<file path="src/rtl/count_sched_pkg.sv">
// Shared types and defaults for the counter scheduler.
package count_sched_pkg;

  localparam int unsigned CwDefault = 4;

  typedef enum logic [1:0] {
    StIdle,
    StLoad,
    StRun,
    StDone
  } state_e;

endpackage

</file>
<file path="src/rtl/count_sched_if.sv">
// Requester and counter-control signals of the counter scheduler.
interface count_sched_if import count_sched_pkg::*; #(
  parameter int unsigned CW = CwDefault
) ();

  logic [1:0]      req;
  logic [2*CW-1:0] start_val;
  logic [2*CW-1:0] end_val;
  logic            abort;
  logic [1:0]      grant;
  logic [1:0]      done;
  logic            busy;
  logic            cnt_enable;
  logic            cnt_load;
  logic [CW-1:0]   cnt_parallel_in;
  logic [CW-1:0]   cnt_value;

  // master: requesters plus the controlled counter; slave: the scheduler
  modport master (
    output req, start_val, end_val, abort, cnt_value,
    input  grant, done, busy, cnt_enable, cnt_load, cnt_parallel_in
  );

  modport slave (
    input  req, start_val, end_val, abort, cnt_value,
    output grant, done, busy, cnt_enable, cnt_load, cnt_parallel_in
  );

endinterface

</file>
<file path="src/rtl/count_sched_rr_arb2.sv">
// Two-way round-robin arbiter; the pointer moves only when a grant is taken.
module rr_arb2 (
  input  logic       clk,
  input  logic       reset_n,
  input  logic [1:0] req_i,
  input  logic       update_i,
  output logic [1:0] gnt_o
);

  // requester favoured when both request
  logic prio_q;

  always_comb begin
    gnt_o = req_i;
    if (req_i == 2'b11) begin
      gnt_o = prio_q ? 2'b10 : 2'b01;
    end
  end

  always_ff @(posedge clk or negedge reset_n) begin
    if (!reset_n) begin
      prio_q <= 1'b0;
    end else if (update_i && (|req_i)) begin
      prio_q <= gnt_o[0];
    end
  end

endmodule

</file>
<file path="src/rtl/count_sched.sv">
// Schedules two requesters onto one external up-counter: load start, run to end, pulse done.
module count_sched import count_sched_pkg::*; #(
  parameter int unsigned CW = CwDefault
) (
  input  logic         clk,
  input  logic         reset_n,
  count_sched_if.slave bus
);

  state_e        state_q, state_d;
  logic [1:0]    owner_q, owner_d;
  logic [CW-1:0] start_q, start_d;
  logic [CW-1:0] end_q, end_d;
  logic [1:0]    winner;
  logic          arb_update;

  rr_arb2 u_arb (
    .clk      (clk),
    .reset_n  (reset_n),
    .req_i    (bus.req),
    .update_i (arb_update),
    .gnt_o    (winner)
  );

  always_comb begin
    state_d             = state_q;
    owner_d             = owner_q;
    start_d             = start_q;
    end_d               = end_q;
    arb_update          = 1'b0;
    bus.grant           = 2'b00;
    bus.done            = 2'b00;
    bus.busy            = (state_q != StIdle);
    bus.cnt_enable      = 1'b0;
    bus.cnt_load        = 1'b0;
    bus.cnt_parallel_in = start_q;

    unique case (state_q)
      StIdle: begin
        if (|bus.req) begin
          arb_update = 1'b1;
          owner_d    = winner;
          start_d    = winner[1] ? bus.start_val[2*CW-1:CW] : bus.start_val[CW-1:0];
          end_d      = winner[1] ? bus.end_val[2*CW-1:CW] : bus.end_val[CW-1:0];
          state_d    = StLoad;
        end
      end
      StLoad: begin
        bus.grant      = owner_q;
        bus.cnt_enable = 1'b1;
        bus.cnt_load   = 1'b1;
        state_d        = bus.abort ? StIdle : StRun;
      end
      StRun: begin
        bus.grant = owner_q;
        if (bus.cnt_value == end_q) begin
          state_d = StDone;
        end else begin
          bus.cnt_enable = 1'b1;
        end
        if (bus.abort) begin
          state_d = StIdle;
        end
      end
      StDone: begin
        bus.done = owner_q;
        state_d  = StIdle;
      end
      default: state_d = StIdle;
    endcase
  end

  always_ff @(posedge clk or negedge reset_n) begin
    if (!reset_n) begin
      state_q <= StIdle;
      owner_q <= 2'b00;
      start_q <= '0;
      end_q   <= '0;
    end else begin
      state_q <= state_d;
      owner_q <= owner_d;
      start_q <= start_d;
      end_q   <= end_d;
    end
  end

endmodule
</file>
<file path="src/flat_wrapper.sv">
// flat-port wrapper written by rule: the top's interface ports become plain ports
module count_sched_flat import count_sched_pkg::*;
#(
  parameter int unsigned CW = CwDefault
)
  (clk, reset_n, bus_req, bus_start_val, bus_end_val, bus_abort, bus_cnt_value, bus_grant, bus_done, bus_busy, bus_cnt_enable, bus_cnt_load, bus_cnt_parallel_in);
  count_sched_if #(.CW(CW)) bus_i ();
  input  logic clk;
  input  logic reset_n;
  input wire logic [$bits(bus_i.req)-1:0] bus_req;
  input wire logic [$bits(bus_i.start_val)-1:0] bus_start_val;
  input wire logic [$bits(bus_i.end_val)-1:0] bus_end_val;
  input wire logic [$bits(bus_i.abort)-1:0] bus_abort;
  input wire logic [$bits(bus_i.cnt_value)-1:0] bus_cnt_value;
  output wire logic [$bits(bus_i.grant)-1:0] bus_grant;
  output wire logic [$bits(bus_i.done)-1:0] bus_done;
  output wire logic [$bits(bus_i.busy)-1:0] bus_busy;
  output wire logic [$bits(bus_i.cnt_enable)-1:0] bus_cnt_enable;
  output wire logic [$bits(bus_i.cnt_load)-1:0] bus_cnt_load;
  output wire logic [$bits(bus_i.cnt_parallel_in)-1:0] bus_cnt_parallel_in;
  assign bus_i.req = bus_req;
  assign bus_i.start_val = bus_start_val;
  assign bus_i.end_val = bus_end_val;
  assign bus_i.abort = bus_abort;
  assign bus_i.cnt_value = bus_cnt_value;
  assign bus_grant = bus_i.grant;
  assign bus_done = bus_i.done;
  assign bus_busy = bus_i.busy;
  assign bus_cnt_enable = bus_i.cnt_enable;
  assign bus_cnt_load = bus_i.cnt_load;
  assign bus_cnt_parallel_in = bus_i.cnt_parallel_in;
  count_sched #(.CW(CW)) u_core (.clk(clk), .reset_n(reset_n), .bus(bus_i));
endmodule
</file>
<file path="config.mk">
export PLATFORM = sky130hd
export DESIGN_NAME = count_sched_flat
export DESIGN_NICKNAME = d
export VERILOG_FILES = /design/src/rtl/count_sched_pkg.sv /design/src/rtl/count_sched_if.sv /design/src/rtl/count_sched_rr_arb2.sv /design/src/rtl/count_sched.sv /design/src/flat_wrapper.sv
export SDC_FILE = /design/constraint.sdc
export NUM_CORES = 1
export LEC_CHECK = 0
export ABC_CLOCK_PERIOD_IN_PS = 3500
export CAP_MARGIN = 25
export CORE_MARGIN = 5
export CORE_UTILIZATION = 43
export CTS_CLUSTER_SIZE = 25
export DETAILED_ROUTE_END_ITERATION = 10
export PLACE_DENSITY = 0.87
export RECOVER_POWER = 100
export SYNTH_ARGS = -nofsm -noshare
export SYNTH_HDL_FRONTEND = slang
export SYNTH_SLANG_ARGS = --single-unit
export TNS_END_PERCENT = 100
</file>
<file path="constraint.sdc">
create_clock -name clk -period 3.5 [get_ports clk]
set_clock_uncertainty 0.15 [all_clocks]
set_input_delay 0.875 -clock clk [delete_from_list [all_inputs] [get_ports clk]]
set_output_delay 0.875 -clock clk [all_outputs]
set_load 0.03 [all_outputs]
</file>
==> run_results.csv, run 1 <==
group,metric,value,unit
synth,synth_nets,118,
detailed_routing,routedWlPerCell,15.16,um
synth,synth_area,793.3,um2
die,die_w,52.95,um
detailed_routing,vias,823,
pwr,p_per_area,764.1,nW/um2
setup_path,worst_ep_required_time,2.47,ns
synth,synth_top_area_cell,"dfrtp_1",
sta,worstMarginPinSlew,0.5549,ns
final_layout,fin_nets,158,
sta,setup_ws,0.07129,ns
synth,yosysUniqueCellTypes,27,
final_layout,postLayoutCoreUtil,69.25,%
clock_tree,clk_latency,0.27,ns
pwr,internal_power,0.4993,mW
final_layout,fillers,150,
sta,rsz0062_at_grt,"false",
clock_tree,cts_buffers,3,
setup_path,slowest_stage,"clkdlybuf4s50_1",
global_route,grt_pass1_vias,816,
setup_path,slowest_delay,0.43,ns
final_layout,syn_to_final_growth,52.37,%
setup_path,worstPathCellList,"clkdlybuf4s50_1 > xor2_1 > o41a_1 > o21a_1 > dlygate4sd2_1",
placement,gp_congestion,0.8096,
placement,hpwl,1811,um
sta,maxSlewViolCount,0,
pwr,irDropWorstVdd,0.4794,mV
detailed_routing,met3_length,105,um
sta,hold_viol,0,
setup_path,cp.arrival,2.40,ns
placement,dp_slack,-0.1770,ns
sta,clock.fmax,291.7,MHz
run_status,status,"finished clean",
sta,finalCritPeriodShare,97.96,%
final_layout,multi_input_area,456.7,um2
die,die_y,52.95,um
detailed_routing,drt-initial-drc-count,28,
final_layout,layout-drive-gt1-share,7.937,%
pwr,clock_power_share,9.0,%
synth,synth_top_family_by_area,"simple AND/OR/NAND/NOR gates",
clock_tree,cts-root-buf,"clkbuf_4",
setup_path,critPathMaxFanout,2,
pwr,total_power,0.9236,mW
die,fp-row-count,15,
synth,ys_seq_area_share,37.85,%
setup_path,cp-start-kind,"input port",
detailed_routing,final_antenna_net_count,0,
die,initial_core_util,45.45,%
detailed_routing,drt_wl_total,2289,um
final_layout,regArea,300.3,um2
final_layout,final_common_cell,"clkdlybuf4s50_1",
synth,synth_top_area_share,37.85,%
synth,synth_compound_area_share,22.56,%
die,core,1745,um2
final_layout,antenna_cells,0,
synth,syn_inst,88,
synth,synthAdderAreaFrac,7.886,%
synth,synth_mux_area_share,0,%
pwr,p_leak,0.4978,nW
clock_tree,htree_levels,1,
clock_tree,clkTransAtPathRegs,0.07,ns
synth,synthTopCellsByArea,"dfrtp_1, ha_1, a31oi_1, nand3_1, o21ai_0",
global_route,grt_max_degree,18,
sta,setup_viol,0,
global_route,antenna_found_initial,0,
synth,syn_avg_cell_area,9.014,um2
synth,synth_xor_area_share,4.416,%
detailed_routing,dr_wl_met2,1253,um
detailed_routing,routed_via_density,5.450,
placement,portBuffers,35,
detailed_routing,top_layer_used,"met4",
global_route,track_usage,18.06,%
setup_path,cp_num_buf_inv,2,
pwr,switching_share,45.93,%
die,die_area,2804,um2
setup_path,path_class,"in -> out",
run,drv_cap,0,
setup_path,crit_path_end_kind,"output port",
clock_tree,cts_buffer_depth,2,
clock_tree,cts_setup_buffers,0,
sta,min_period,3.429,ns
global_route,grt.overflow.total,0,
hold_path,hold_path.class,"reg -> reg",
final_layout,final_cell_mix,"clkdlybuf4s50_1, dlygate4sd3_1, dfrtp_1, nor2_1, a31oi_1",
clock_tree,clock-sinks,12,
pwr,switchingPower,0.4242,mW
detailed_routing,drc,0,
detailed_routing,wl_met1,890,um
detailed_routing,drt_pre_antenna_iters,4,
pwr,p_comb_share,63.2,%
pwr,power_frac_seq,27.8,%
clock_tree,cts_tree,"done",
setup_path,critPathTopFamily,"buffers and inverters",
sta,slew-limit-headroom,62.93,%
synth,synthSimpleGateAreaFrac,22.71,%
synth,yosysWarningCount,0,
global_route,grt_pass1_wl,3684,um
die,num_io_pins,36,
synth,synth_seq_cells,12,
repair_timing:
item,CTS,global route
gates resized for setup,1,0
hold buffers,0,0
setup endpoints to repair,1,0
registers in the layout, indices dropped and copies added (netlist names):
name and count:
u_core.bus.cnt_parallel_in 4, u_core.end_q 4, u_core.owner_q 1, u_core.state_q 2, u_core.u_arb.prio_q 1
final timing paths:
path                                          startpoint                            end  slack, ns  cells past startpoint
max in group asynchronous                        reset_n              u_core.state_q[1]       1.96                      1
min                        u_core.bus.cnt_parallel_in[3]  u_core.bus.cnt_parallel_in[3]       0.40                      2
max                                     bus_cnt_value[1]                 bus_cnt_enable       0.07                      5
min reg2reg                u_core.bus.cnt_parallel_in[3]  u_core.bus.cnt_parallel_in[3]       0.40                      2
min in group asynchronous                        reset_n  u_core.bus.cnt_parallel_in[1]       0.87                      1
max reg2reg                            u_core.state_q[0]              u_core.state_q[0]       1.60                      5
cell type report:
cell class	count	share of cell area, %
multi-input cells	67	37.78
well taps	25	2.588
repair buffers	39	31.37
inverters	5	1.553
flip-flops and latches	12	24.84
clock buffers	3	1.863
kinds of logic (layout without fill, tap and decap cells):
logic type,Yosys count,in the layout
XOR/XNOR,4,4
AND/OR/NAND/NOR,32,32
buffers and inverters,9,47
flip-flops,12,12
AO/OA/AOI/OAI,26,26
adder cells (fa/ha/maj),5,5
metrics by stage:
stage	instance area [um2]	setup TNS, ns	hold slack (ns)	std cells
after floorplan	793.3	0	0.3411	88
after global placement	1187	-0.1451	0.3766	148
after detailed placement	1187	-0.1770	0.3909	148
after CTS	1209	0	0.4008	151
after global routing	1209	0	0.4337	151
final	1209	0	0.3976	151
Yosys cell counts (all sizes together):
library cell  instances
a311oi                1
nor3b                 1
nor2                  9
and2                  5
buf                   4
nand2b                1
o32ai                 1
nand3                 8
o211ai                1
inv                   5
a31oi                 9
o21a                  2
or3                   1
or2                   1
and3b                 1
nor2b                 2
nor3                  1
o21ai                 8
o41ai                 1
a21oi                 1
or4bb                 1
o41a                  2
dfrtp                12
or4                   1
ha                    5
xor2                  4
power groups by stage:
| stage | clock (mW) | sequential [mW] | combinational [mW] |
|---|---|---|---|
| 3_3_place_gp | 0 | 0.256 | 0.598 |
| 4_1_cts | 0.0868 | 0.257 | 0.612 |
| 3_5_place_dp | 0 | 0.260 | 0.614 |
| 2_1_floorplan | 0 | 0.295 | 0.334 |
| 5_1_grt | 0.0958 | 0.266 | 0.634 |
| 6_report | 0.0834 | 0.257 | 0.584 |
worst min-delay path, stage by stage (launching register included):
cell	delay [ns]
dfrtp_1	0.37
nor2_1	0.10
a31oi_1	0.04
per-layer routing:
layer | track usage (%) | up-vias
met5 | 0 | -
met3 | 4.225 | 4
met1 | 20.42 | 392
met4 | 6.383 | 0
li1 | - | 400
met2 | 32.64 | 27
Note: power is estimated with default switching activity, not from simulation.
==> inputs of run 2 (changes only) <==
--- a/config.mk
+++ b/config.mk
@@ -7,6 +7,7 @@
 export LEC_CHECK = 0
 export ABC_CLOCK_PERIOD_IN_PS = 3500
 export CAP_MARGIN = 25
+export CORE_ASPECT_RATIO = 1.25
 export CORE_MARGIN = 5
 export CORE_UTILIZATION = 43
 export CTS_CLUSTER_SIZE = 25
==> run 2 against run 1 <==
  * Via count down 1.9%
  * Register-to-register slack about the same
  * Combinational power about the same
  * Design area down 0.62%
  * Clock power down 3.5%
  * Total power down 0.50%
  * Largest cell class unchanged
==> run_results.csv, run 2 (synthesis gave the netlist of run 1 again) <==
group,metric,value,unit
setup_path,cp.arrival,2.40,ns
pwr,p_leak,0.4978,nW
clock_tree,cts_buffer_depth,2,
global_route,grt_max_degree,18,
setup_path,reg2reg_depth,5,
clock_tree,postCtsHoldBufs,0,
die,fp-row-count,17,
sta,slew-limit-headroom,64.34,%
setup_path,path_class,"in -> out",
detailed_routing,drt_pre_antenna_iters,4,
clock_tree,cts-root-buf,"clkbuf_4",
hold_path,hold_path.class,"reg -> reg",
run,drv_cap,0,
placement,hpwl,1666,um
setup_path,crit_path_end_kind,"output port",
placement,portBuffers,35,
setup_path,critPathMaxFanout,2,
final_layout,final_common_cell,"clkdlybuf4s50_1",
die,die_y,58.02,um
sta,hold_viol,0,
detailed_routing,routedWlPerCell,14.19,um
die,initial_core_util,44.93,%
final_layout,syn_to_final_growth,51.42,%
sta,min_period,3.425,ns
clock_tree,clkTransAtPathRegs,0.07,ns
placement,dp_slack,-0.1697,ns
sta,clock.fmax,291.9,MHz
detailed_routing,vias,807,
detailed_routing,drt_wl_total,2057,um
die,num_io_pins,36,
final_layout,fillers,146,
final_layout,antenna_cells,0,
final_layout,layout-drive-gt1-share,7.937,%
detailed_routing,drt-initial-drc-count,11,
pwr,irDropWorstVdd,0.4163,mV
global_route,use_met1,18.56,%
die,die_area,2809,um2
clock_tree,cts_setup_buffers,0,
clock_tree,htree_levels,1,
global_route,track_usage,15.94,%
global_route,grt.overflow.total,0,
final_layout,postLayoutCoreUtil,68.04,%
setup_path,reg2reg_slack,1.59,ns
placement,gp_congestion,0.8225,
pwr,total_power,0.9189,mW
global_route,use_met2,26.31,%
clock_tree,clk_latency,0.26,ns
hold_path,holdPathStages,2,
hold_path,holdCritStartpoint,"u_core.owner_q[1]",
run_status,status,"finished clean",
setup_path,cp-start-kind,"input port",
global_route,antenna_found_initial,0,
clock_tree,cts_buffers,3,
sta,worstMarginPinSlew,0.5338,ns
sta,finalCritPeriodShare,97.87,%
setup_path,rr_startpoint,"u_core.state_q[0]",
global_route,top_usage_layer,"met2",
final_layout,final_cell_mix,"clkdlybuf4s50_1, dlygate4sd3_1, dfrtp_1, nor2_1, a31oi_1",
clock_tree,clock-sinks,12,
sta,setup_viol,0,
sta,setup_tns,0,ns
sta,rsz0062_at_grt,"false",
global_route,grt_pass1_vias,820,
setup_path,worst_ep_required_time,2.47,ns
sta,setup_ws,0.07458,ns
detailed_routing,routed_via_density,5.566,
detailed_routing,drc,0,
detailed_routing,final_antenna_net_count,0,
global_route,grt.met3_usage,6.170,%
setup_path,cp-startpoint,"bus_cnt_value[1]",
die,die_w,48.42,um
die,core,1765,um2
final_layout,fin_nets,158,
pwr,p_per_area,765.0,nW/um2
clock_tree,cts_tree,"done",
sta,maxSlewViolCount,0,
global_route,grt_pass1_wl,3670,um
## run 2: cell counts in the layout (fill, tap and decap cells not counted)
No cell type changed its count.
## run 2: final timing paths
path,endpoint
max in group asynchronous,u_core.bus.cnt_parallel_in[1]
max,bus_cnt_enable
min,u_core.owner_q[1]
min reg2reg,u_core.owner_q[1]
min in group asynchronous,u_core.bus.cnt_parallel_in[0]
max reg2reg,u_core.state_q[0]
## run 2: critical path, stage by stage
cell             delay [ns]
clkdlybuf4s50_1        0.41
xor2_1                 0.16
o41a_1                 0.43
o21a_1                 0.17
dlygate4sd2_1          0.35
## run 2: through the flow
stage | cell area, um2 | cells | hold WS (ns)
floorplan | 793.3 | 88 | 0.3411
global placement | 1180 | 142 | 0.3603
detailed placement | 1180 | 142 | 0.3847
CTS | 1201 | 145 | 0.3992
global route | 1201 | 145 | 0.4401
finish | 1201 | 145 | 0.3962
## run 2: where the power goes
part	switching (mW)	leakage, nW	total [mW]	internal [mW]
logic	0.330	0.346	0.583	0.253
clock network	0.0408	0.0138	0.0805	0.0397
registers	0.0487	0.138	0.256	0.207
## run 2: cell type report
cell class                 instances  area (um2)  share of cell area, %
multi-input combinational         67       456.7                  38.02
tap                               19       23.77                  1.979
sequential                        12       300.3                  25.00
clock buffer                       3       22.52                  1.875
inverter                           5       18.77                  1.563
timing repair buffer              39       379.1                  31.56
## run 2: layer usage
layer,wire length [um],up-vias
li1,-,398
met1,895,366
met5,0,-
met4,40,0
met3,211,6
met2,910,37
## run 2: timing repair
item	4_1_cts	5_1_grt
setup endpoints to repair	1	0
resized for setup	1	0
endpoints found under the hold margin	0	0
==> inputs of run 3 (changes only) <==
--- a/config.mk
+++ b/config.mk
@@ -5,6 +5,7 @@
 export SDC_FILE = /design/constraint.sdc
 export NUM_CORES = 1
 export LEC_CHECK = 0
+export ABC_AREA = 1
 export ABC_CLOCK_PERIOD_IN_PS = 3500
 export CAP_MARGIN = 25
 export CORE_ASPECT_RATIO = 1.25
==> run 3 against run 2 <==
  * Worst setup slack improved by 0.11 ns
  * Final cell count rose by 12%
  * Sequential cell count did not move
  * Via count fell by 2.7%
  * Sequential share of layout area rose by 0.89 points
  * Clock power rose by 40%
  * Hold slack got worse by 0.0015 ns
  * First-iteration DRC count did not move
==> run_results.csv, run 3 <==
group,metric,value,unit
pwr,p_per_area,821.3,nW/um2
die,initial_core_util,44.33,%
synth,synth_edf_count,0,
synth,synth_nets,136,
die,die_w,47.93,um
synth,synth_top_area_share,38.83,%
sta,worstMarginPinSlew,1.002,ns
sta,maxSlewViolCount,0,
setup_path,cp.arrival,2.29,ns
die,die_y,57.41,um
sta,setup_viol,0,
detailed_routing,drt_pre_antenna_iters,4,
detailed_routing,routedWlPerCell,12.22,um
clock_tree,cts_tree,"done",
pwr,irDropWorstVdd,0.4690,mV
final_layout,final_cell_mix,"nand2_1, clkdlybuf4s50_1, inv_1, nor2_1, dlygate4sd3_1",
synth,yosysUniqueCellTypes,17,
sta,min_period,3.312,ns
sta,rsz0062_at_grt,"false",
final_layout,layout-drive-gt1-share,5.556,%
synth,ys_seq_area_share,38.83,%
detailed_routing,met3_length,87,um
detailed_routing,vias,785,
clock_tree,htree_levels,1,
synth,yosysWarningCount,0,
synth,synth_area,773.2,um2
clock_tree,cts_buffers,3,
clock_tree,cts-root-buf,"clkbuf_4",
detailed_routing,routed_via_density,4.816,
final_layout,multi_input_area,371.6,um2
die,die_area,2752,um2
sta,slew-limit-headroom,32.50,%
sta,hold_viol,0,
synth,ys.flop_type,"dfrtp_1",
detailed_routing,drt_wl_total,1992,um
placement,portBuffers,35,
setup_path,worst_ep_required_time,2.47,ns
synth,synthTopCellsByArea,"dfrtp_1, nand2_1, inv_1, ha_1, nor2_1",
run_status,status,"finished clean",
die,num_io_pins,36,
final_layout,fin_nets,175,
placement,gp_congestion,0.6761,
die,core,1744,um2
global_route,track_usage,17.29,%
synth,synth_seq_cells,12,
placement,placed_area,1136,um2
detailed_routing,wl_met1,726,um
global_route,antenna_found_initial,0,
hold_path,hold_path.class,"reg -> reg",
clock_tree,postCtsHoldBufs,0,
final_layout,fillers,143,
sta,clock.fmax,301.9,MHz
detailed_routing,final_antenna_net_count,0,
synth,synth_common_cells,"nand2_1, inv_1, nor2_1",
global_route,grt.overflow.total,0,
clock_tree,cts_buffer_depth,2,
detailed_routing,dr_wl_met2,1124,um
run,drv_cap,0,
global_route,grt_max_degree,18,
synth,syn_inst,106,
pwr,p_leak,0.6085,nW
setup_path,critPathMaxFanout,2,
detailed_routing,drc,0,
die,fp-row-count,17,
final_layout,antenna_cells,0,
clock_tree,clkTransAtPathRegs,0.08,ns
setup_path,path_class,"in -> out",
synth,async_flop_share,100.0,%
final_layout,final_common_cell,"nand2_1",
clock_tree,clk_latency,0.28,ns
synth,synth_top_area_cell,"dfrtp_1",
synth,yosysMostFrequentCell,"nand2_1",
global_route,grt_pass1_vias,829,
final_layout,regArea,300.3,um2
placement,hpwl,1593,um
detailed_routing,top_layer_used,"met4",
detailed_routing,drt-initial-drc-count,11,
setup_path,cp-start-kind,"input port",
final_layout,syn_to_final_growth,50.00,%
sta,finalCritPeriodShare,94.63,%
synth,syn_avg_cell_area,7.295,um2
clock_tree,clock-sinks,12,
sta,setup_tns,0,ns
setup_path,crit_path_end_kind,"output port",
final_layout,design_area,1160,um2
global_route,grt_pass1_wl,3415,um
run 3: what timing repair did:
action / CTS / global route
buffers inserted: 0 / 0
gates resized for setup: 1 / 0
endpoints found under the setup margin: 1 / 0
run 3: path summary, 6_finish.rpt:
check | start | endpoint | slack, ns | cells after the start
min in group asynchronous | reset_n | u_core.u_arb.prio_q | 0.86 | 1
max in group asynchronous | reset_n | u_core.bus.cnt_parallel_in[2] | 1.99 | 1
worst max register to register | u_core.u_arb.prio_q | u_core.end_q[2] | 1.23 | 4
worst max-delay path | bus_cnt_value[1] | bus_cnt_enable | 0.19 | 9
worst min register to register | u_core.state_q[0] | u_core.state_q[0] | 0.39 | 2
worst min-delay path | u_core.state_q[0] | u_core.state_q[0] | 0.39 | 2
run 3: cells by family after synthesis:
| kind of cell | after synthesis | share of synthesized area [%] |
|---|---|---|
| flip-flops | 12 | 38.84 |
| multiplexers | 1 | 1.456 |
| AND/OR/NAND/NOR | 49 | 24.76 |
| adder cells (fa/ha/maj) | 5 | 8.091 |
| AO/OA/AOI/OAI | 17 | 15.21 |
| buffers and inverters | 22 | 11.65 |
run 3: area by class of cell:
class / instances / area share [%]
inverter: 21 / 6.796
sequential: 12 / 25.89
multi-input combinational: 72 / 32.04
timing repair buffer: 35 / 30.10
tap: 19 / 2.050
clock buffer: 4 / 3.128
run 3: power by group:
part / leakage (nW) / switching (mW) / total, mW / internal (mW)
Combinational: 0.445 / 0.358 / 0.585 / 0.227
Clock: 0.0210 / 0.0496 / 0.113 / 0.0633
Sequential: 0.142 / 0.0450 / 0.255 / 0.210
run 3: critical path: stages:
cell and delay [ns]:
dlygate4sd3_1 0.54, inv_1 0.04, nand2_1 0.04, nand2_1 0.04, nor2_1 0.11, nand2_1 0.07
o21ai_0 0.15, inv_1 0.05, dlygate4sd2_1 0.35
run 3: through the flow:
step	hold slack, ns	power [mW]	util, %	worst slack, ns	std cells
2_1_floorplan	0.3401	0.6691	-	1.070	106
4_1_cts	0.3984	0.9886	67.14	0.2263	163
3_3_place_gp	0.3690	0.8588	65.14	0.05466	159
5_1_grt	0.4156	1.036	66.50	0.09228	163
6_report	0.3947	0.9526	66.50	0.1878	163
3_5_place_dp	0.3827	0.8841	65.14	-0.01485	159
run 3: layer usage:
metal  up-vias  track usage [%]
met4         0            9.231
met1       357            18.64
li1        404                -
met2        19            29.87
met3         5            3.155
met5         -                0
